`src/rtl/uart_rx_deserializer.sv`:
```
// ---------------------------------------------------------------------------
// uart_rx_deserializer
//
// Oversampling UART receiver. It resynchronises the serial line, frames the
// start bit, DATA_WIDTH data bits (LSB first), an optional parity bit and the
// stop bit. Each good byte goes to the downstream receive FIFO with a
// single-cycle write strobe.
//
// Parameters
//   DATA_WIDTH   : data bits per frame (5..9)
//   CLKS_PER_BIT : CLKip cycles per serial bit (even, >= 4)
//   PARITY_EN    : 1 = a parity bit follows the data bits
//   PARITY_ODD   : 0 = even parity, 1 = odd parity (only with PARITY_EN=1)
//
// Ports
//   CLKip  in   system clock
//   RSTi   in   asynchronous active-low reset
//   RXi    in   serial line, idle high, asynchronous to CLKip
//   FULLi  in   downstream FIFO full, sampled only at the stop-bit sample
//   DATAo  out  last accepted byte, changes only when VALIDo is high
//   VALIDo out  one-cycle FIFO write strobe for DATAo
//   BUSYo  out  a frame is in progress (FSM not in IDLE, BREAK included)
//   PERRo  out  one-cycle pulse on parity error
//   FERRo  out  one-cycle pulse on framing error (stop bit sampled low)
//   OVRo   out  one-cycle pulse when a good byte is dropped on FULLi
// ---------------------------------------------------------------------------
module uart_rx_deserializer #(
    parameter int unsigned DATA_WIDTH   = 8,
    parameter int unsigned CLKS_PER_BIT = 16,
    parameter int unsigned PARITY_EN    = 0,
    parameter int unsigned PARITY_ODD   = 0
) (
    input  logic                  CLKip,
    input  logic                  RSTi,
    input  logic                  RXi,
    input  logic                  FULLi,
    output logic [DATA_WIDTH-1:0] DATAo,
    output logic                  VALIDo,
    output logic                  BUSYo,
    output logic                  PERRo,
    output logic                  FERRo,
    output logic                  OVRo
);

    localparam int unsigned CNT_W = $clog2(CLKS_PER_BIT);
    localparam int unsigned IDX_W = $clog2(DATA_WIDTH + 1);

    localparam logic [CNT_W-1:0] CNT_HALF = CNT_W'(CLKS_PER_BIT / 2 - 1);
    localparam logic [CNT_W-1:0] CNT_LAST = CNT_W'(CLKS_PER_BIT - 1);
    localparam logic [IDX_W-1:0] IDX_LAST = IDX_W'(DATA_WIDTH - 1);
    localparam logic             HAS_PAR  = (PARITY_EN != 0);
    localparam logic             ODD_PAR  = (PARITY_ODD != 0);

    typedef enum logic [2:0] {
        S_IDLE,
        S_START,
        S_DATA,
        S_PARITY,
        S_STOP,
        S_BREAK
    } state_t;

    state_t                state;
    logic [1:0]            sync;
    logic                  rx_s;
    logic [CNT_W-1:0]      cnt;
    logic [IDX_W-1:0]      idx;
    logic [DATA_WIDTH-1:0] shreg;
    logic                  perr_l;

    // Two-flop synchronizer; reset to the idle (high) line level so a reset
    // release never looks like a start edge.
    always_ff @(posedge CLKip or negedge RSTi) begin
        if (!RSTi) begin
            sync <= '1;
        end else begin
            sync <= {sync[0], RXi};
        end
    end

    assign rx_s = sync[1];

    // Receive FSM. BUSYo is registered, so every transition also loads the
    // busy level of the state being entered.
    always_ff @(posedge CLKip or negedge RSTi) begin
        if (!RSTi) begin
            state  <= S_IDLE;
            cnt    <= '0;
            idx    <= '0;
            shreg  <= '0;
            perr_l <= 1'b0;
            DATAo  <= '0;
            VALIDo <= 1'b0;
            BUSYo  <= 1'b0;
            PERRo  <= 1'b0;
            FERRo  <= 1'b0;
            OVRo   <= 1'b0;
        end else begin
            VALIDo <= 1'b0;
            PERRo  <= 1'b0;
            FERRo  <= 1'b0;
            OVRo   <= 1'b0;

            case (state)
                S_IDLE: begin
                    if (!rx_s) begin
                        state  <= S_START;
                        cnt    <= '0;
                        perr_l <= 1'b0;
                        BUSYo  <= 1'b1;
                    end
                end

                // Sample the middle of the start bit; a high level there is
                // a line glitch and is silently ignored.
                S_START: begin
                    if (cnt == CNT_HALF) begin
                        cnt <= '0;
                        if (!rx_s) begin
                            state <= S_DATA;
                            idx   <= '0;
                        end else begin
                            state <= S_IDLE;
                            BUSYo <= 1'b0;
                        end
                    end else begin
                        cnt <= cnt + CNT_W'(1);
                    end
                end

                // Counting starts from mid start bit, so each full bit period
                // lands in the middle of the next bit.
                S_DATA: begin
                    if (cnt == CNT_LAST) begin
                        cnt   <= '0;
                        shreg <= {rx_s, shreg[DATA_WIDTH-1:1]};
                        idx   <= idx + IDX_W'(1);
                        if (idx == IDX_LAST) begin
                            state <= HAS_PAR ? S_PARITY : S_STOP;
                        end
                    end else begin
                        cnt <= cnt + CNT_W'(1);
                    end
                end

                // Mismatch = received bit differs from XOR of data (^ odd).
                S_PARITY: begin
                    if (cnt == CNT_LAST) begin
                        cnt    <= '0;
                        perr_l <= rx_s ^ (^shreg) ^ ODD_PAR;
                        state  <= S_STOP;
                    end else begin
                        cnt <= cnt + CNT_W'(1);
                    end
                end

                // Outcome priority: framing, parity, overrun, good byte.
                S_STOP: begin
                    if (cnt == CNT_LAST) begin
                        cnt <= '0;
                        if (!rx_s) begin
                            FERRo <= 1'b1;
                            state <= S_BREAK;
                        end else begin
                            state <= S_IDLE;
                            BUSYo <= 1'b0;
                            if (perr_l) begin
                                PERRo <= 1'b1;
                            end else if (FULLi) begin
                                OVRo <= 1'b1;
                            end else begin
                                VALIDo <= 1'b1;
                                DATAo  <= shreg;
                            end
                        end
                    end else begin
                        cnt <= cnt + CNT_W'(1);
                    end
                end

                // Line stuck low after a framing error: wait quietly for idle.
                S_BREAK: begin
                    if (rx_s) begin
                        state <= S_IDLE;
                        BUSYo <= 1'b0;
                    end
                end

                default: begin
                    state <= S_IDLE;
                    cnt   <= '0;
                    BUSYo <= 1'b0;
                end
            endcase
        end
    end

endmodule

```
`config.mk`:
```
export PLATFORM = sky130hd
export DESIGN_NAME = uart_rx_deserializer
export DESIGN_NICKNAME = d
export VERILOG_FILES = /design/src/rtl/uart_rx_deserializer.sv
export SDC_FILE = /design/constraint.sdc
export NUM_CORES = 1
export LEC_CHECK = 0
export CAP_MARGIN = 40
export CORE_ASPECT_RATIO = 2
export CORE_MARGIN = 3
export CORE_UTILIZATION = 55
export DETAILED_ROUTE_END_ITERATION = 8
export PLACE_DENSITY = 0.8
export SLEW_MARGIN = 20
export SYNTH_ARGS = -nofsm -noshare
export SYNTH_HDL_FRONTEND = slang
export SYNTH_SLANG_ARGS = --single-unit
```
`constraint.sdc`:
```
create_clock -name CLKip -period 2.17 [get_ports CLKip]
set_input_delay 0.651 -clock CLKip [delete_from_list [all_inputs] [get_ports CLKip]]
set_output_delay 0.651 -clock CLKip [all_outputs]
set_load 0.005 [all_outputs]
```
Word-level counts from Yosys, hierarchy flattened --
Index checks and enable logic that the tools add are counted.
Storage, ports and cells: bits in registers 35, bits of input ports 4, logic and storage cells 90, output and inout bits 13
Cells by class: add/sub/neg operators 2, bitwise gates (word level) 5, mux-type cells 42, reductions and logical operators 13, equal/unequal tests 16
Operators with widths (number):
- 3-bit 2-to-1 mux | 8
- 1-bit 2-to-1 mux | 23
- 4-bit 2-to-1 mux | 5
- 3-bit case mux with 6 select lines | 1
- 2-bit != test (second input constant) | 8
- 4-bit case mux with 4 select lines | 1
- 4-bit by 1-bit adder with 4-bit output (second input constant) | 2
- 4-bit by 3-bit equality test with 1-bit output (second input constant) | 2
- 4-bit case mux with 2 select lines | 1
- 4-bit AND reduction | 2
- 8-bit parity | 1
- 7-bit AND reduction | 1
- 3-bit by 2-bit equality test with 1-bit output (second input constant) | 2
- 3-bit equality test (second input constant) | 2
- 1-bit case mux with 5 select lines | 1
- 5-bit AND reduction | 1
- 4-bit equality test (second input constant) | 1
- 1-bit NOT | 4
- 2-bit AND reduction | 2
- 2-bit nonzero test | 2
- 3-bit by 1-bit equality test with 1-bit output (second input constant) | 1
- 3-bit zero test | 1
- 3-bit AND reduction | 1
- 3-bit OR reduction | 1
- 4 further kinds | 4

Depth between registers and ports, before layout --
depth after elaboration 5, mapped depth 7, mapped depth without buffers 5

Worst setup path after synthesis --
No wires, ideal clock.
path kind register to register, from reg cnt[0], to reg state[2], library setup time 0.121 ns, data required time 2.049 ns, stages on the path, launching flop included 6, setup slack 0.397 ns, path buffers 0, data arrival time 1.652 ns, cell sequence dfrtp_1 > ha_1 > and3b_1 > or4_4 > and3_1 > a22o_1
On the way: longest elaborated chain between the ends 3, elaborated cells between the ends (all ways) 7
Ends and longest elaborated chain:
- start, declared | line 66 | logic [CNT_W-1:0] cnt;
- start signal, assigned | line 127 | cnt <= cnt + CNT_W'(1);
- start signal, assigned | line 142 | cnt <= cnt + CNT_W'(1);
- start signal, assigned | line 153 | cnt <= cnt + CNT_W'(1);
- 4-bit equality test / 4-bit by 3-bit equality test with 1-bit output (equally long branches)
- 2-bit != test (no source line)
- 7-bit AND reduction (no source line) *
- end signal, assigned | line 139 | state <= HAS_PAR ? S_PARITY : S_STOP;
- end, declared | line 63 | state_t state;
Mark *: on every way between the ends. The rest lies on a longest branch, timed or not. A chain may end at the register's enable or synchronous reset.

Worst setup path in the final report --
from reg state[1], to reg shreg[5]
On the way: longest elaborated chain between the ends 2
Ends and longest elaborated chain:
- 3-bit by 2-bit equality test with 1-bit output | line 104 | case (state)
- 2-bit AND reduction (no source line)
- end signal, assigned | line 136 | shreg <= {rx_s, shreg[DATA_WIDTH-1:1]};
- end, declared | line 68 | logic [DATA_WIDTH-1:0] shreg;
Every way passes these cells.

==> metrics.md <==
| Metric | Value |
|---|---|
| Status | finished, final reports clean |
| Yosys warnings | 0 |
| ANT nets after route | 0 |
| Area of the multi-input gates | 750.7 um2 |
| Synth area leaders | dfrtp_1 49%, mux2_2 11%, dfstp_2 3.1% |
| Final GP Congestion | 0.8631 |
| Slowest CP cell | dfrtp_1 |
| TNS Setup | 0 ps |
| Fmax | 482.8 MHz |
| Worst rel slew slack | 67.91% |
| Element type at the critical path end | register |
| Vias in the first global route | 1259 |
| Top post-synthesis cells by count | 33 x dfrtp_1, 17 x mux2_2, 14 x nand2_1 |
| Syn-to-layout area delta | 18.63% |
| Die width | 45.14 um |
| Fraction of the yosys area taken by sequential cells | 52.12% |
| Min-delay src | sync[0]$_DFF_PN1_ |
| Asr flop ratio synth | 100.0% |
| Core area | 0.002838 mm2 |
| Setup repair bufs after CTS | 0 |
| Sequential standard cell area | 878.3 um2 |
| Num CTS Buffers | 5 |
| Fill cell count | 221 |
| Post-synth EDFFs | 0 |
| Worst hold slack | 348.3 ps |
| I/O pin count | 17 |
| Initial antenna violation count | 0 |
| Worst-path cell chain | buf_4, nor3b_1, nand2_1, mux2_2 |
| Layout cells sized above 1 | 21.76% |
| Leak pwr | 0.9484 nW |
| Crit path arrival time | 2240 ps |
| GRT Resource Usage Total | 21.14% |
| Final setup vio count | 0 |
| Post-Place Setup Slack | 110.0 ps |
| Drt first pass iters | 4 |
| Placed insts | 192 |
| Synth Instances | 148 |
| R2R Setup Slk | 100 ps |
| Detailed Place HPWL | 2379 um |
| Depth of the CTS H-tree | 2 |
| Mapped Nets | 154 |
| Final Skew | 7.078 ps |
| Setup crit start kind | register |
| Final hold viol count | 0 |
| Kind of critical path | reg2reg |
| Hold Crit Endpoint | sync[1]$_DFF_PN1_ |
| Synth area leader | dfrtp_1 |
| CTS resizes | 0 |
| Die Span Y | 84.29 um |
| N_diodes | 0 |
| Yosys cell types | 39 |
| Num rows | 27 |
| Avg WL per Cell | 17.02 um |
| Largest fanout on the critical path | 11 |
| Min-delay worst type | reg2reg |
| Vias post-DR | 1179 |
| R2R cell count | 4 |
| Worst path depth | 4 |
| Max-slew violations | 0 |
| Crit-path max cell delay | 520 ps |
| Fin crit period | 2071 ps |
| Routed vias/inst | 5.925 |
| CTS max path bufs | 2 |
| Worst r2r src | state[1]$_DFFE_PN0P_ |
| Util after Layout | 70.46% |
| Non-Filler Instances | 199 |
| Netlist area before placement | 0.001685 mm2 |
| RSZ-0062 raised after global routing | no |
| Share of Yosys cell area claimed by the top area cell type | 49.00% |
| Seq cells post-synth | 35 |
| Die area | 0.003805 mm2 |
| Worst-Skew Late Latency | 290 ps |
| Hold path depth | 0 |
| Crit path buffers/inverters | 1 |
| Pwr/cell area | 784.0 mW/mm2 |
| CP required | 2340 ps |
| Setup WS post-layout | 98.57 ps |
| Dpl cell area | 0.001897 mm2 |
| # clock sinks | 35 |
| Part of the cycle the worst path needs | 95.46% |
| First-pass GRT wire length | 5871 um |
| WL final | 3387 um |
| RR Endpoint | shreg[5]$_DFFE_PN0P_ |
| Most frequent cell after synthesis | dfrtp_1 |
| Hold buffer count at cts | 0 |
| Port bufs | 16 |
| Ys flop type | dfrtp_1 |
| Initial drt markers | 24 |
| Syn Area/Cell | 11.39 um2 |
| Nets | 176 |
| Pwr Total | 1.567 mW |
| CTS root buf | clkbuf_8 |
| GRT Residual Overflow | 0 |
| Pin count of the biggest net entering global routing | 36 |
| Max-cap violations | 0 |
| # DRC | 0 |
| Worst VDD drop | 0.4816 mV |
| Reg clk slew, reported paths | 70 ps |
| Worst slew pin tran | 480.3 ps |
| Top delay family on crit path | simple AND/OR/NAND/NOR gates |
| Finished Cell Area | 0.001999 mm2 |
| Initial Util | 59.39% |
| TritonCTS clock tree | done |
==> worst max path at each step <==
stage	startpoint	endpoint	slack, ps
after global routing	state[1]$_DFFE_PN0P_	shreg[2]$_DFFE_PN0P_	20
after global placement	FULLi	DATAo[6]$_DFFE_PN0P_	160
after floorplan	cnt[0]$_DFFE_PN0P_	state[2]$_DFFE_PN0P_	400
final	state[1]$_DFFE_PN0P_	shreg[5]$_DFFE_PN0P_	100
after detailed placement	FULLi	DATAo[1]$_DFFE_PN0P_	110
after CTS	state[1]$_DFFE_PN0P_	shreg[5]$_DFFE_PN0P_	120
==> power by group <==
part	internal [mW]	total [mW]	switching, mW
Clock	0.336	0.554	0.218
Combinational	0.128	0.264	0.137
Sequential	0.693	0.749	0.0556
==> per-layer routing <==
metal	share of wire (%)	global-route usage, %	vias to the layer above
met1	36	24.01	583
li1	-	-	565
met4	4.3	13.60	0
met5	0	0	-
met2	56	34.50	21
met3	2.8	3.648	10
==> cell type report <==
type | count | share of cell area, %
flip-flops and latches | 35 | 43.93
multi-input cells | 100 | 37.55
repair buffers | 23 | 10.64
clock buffers | 6 | 3.630
well taps | 29 | 1.815
clock inverters | 1 | 1.502
inverters | 5 | 0.9387
==> worst reg2reg max path: stages (launching register included) <==
cell     delay (ps)
dfrtp_1         520
buf_4           200
nor3b_1         430
nand2_1         420
mux2_2          400
==> state kept, by name (all words and copies together), names as in the netlist <==
signal  flops
perr_l      1
shreg       8
FERRo       1
VALIDo      1
PERRo       1
state       3
OVRo        1
DATAo       8
cnt         4
sync        2
idx         4
BUSYo       1
==> placed cells by master (no fill, tap or decap), types with 2 or more instances in the layout <==
cell type / netlist / layout
dfrtp_1: 33 / 33
mux2_2: 17 / 17
clkdlybuf4s50_1: 0 / 16
nand2_1: 14 / 14
nor2_1: 8 / 8
o21ai_0: 8 / 8
buf_4: 1 / 7
nand3_1: 6 / 6
clkbuf_8: 0 / 5
inv_1: 4 / 4
xor2_1: 4 / 4
nand3b_1: 4 / 4
xnor2_1: 4 / 4
a21oi_1: 4 / 4
and3_1: 3 / 3
nor3b_1: 3 / 3
and3b_1: 2 / 2
o221ai_1: 2 / 2
mux2i_1: 2 / 2
ha_1: 2 / 2
dfstp_2: 2 / 2
==> kinds of logic (layout without fill, tap and decap cells) <==
group                      count (synthesis)  after routing  share of synthesized area, %
and+or+nand+nor                           48             48                         16.56
xor gates and xnor gates                   9              9                         5.493
AOI/OAI and AO/OA                         22             22                         8.465
DFF                                       35             35                         52.12
adders and majority gates                  2              2                         1.485
muxes                                     19             19                         12.55
buffers and inverters                     13             35                         3.340
Power figures use the tool's default switching activity.
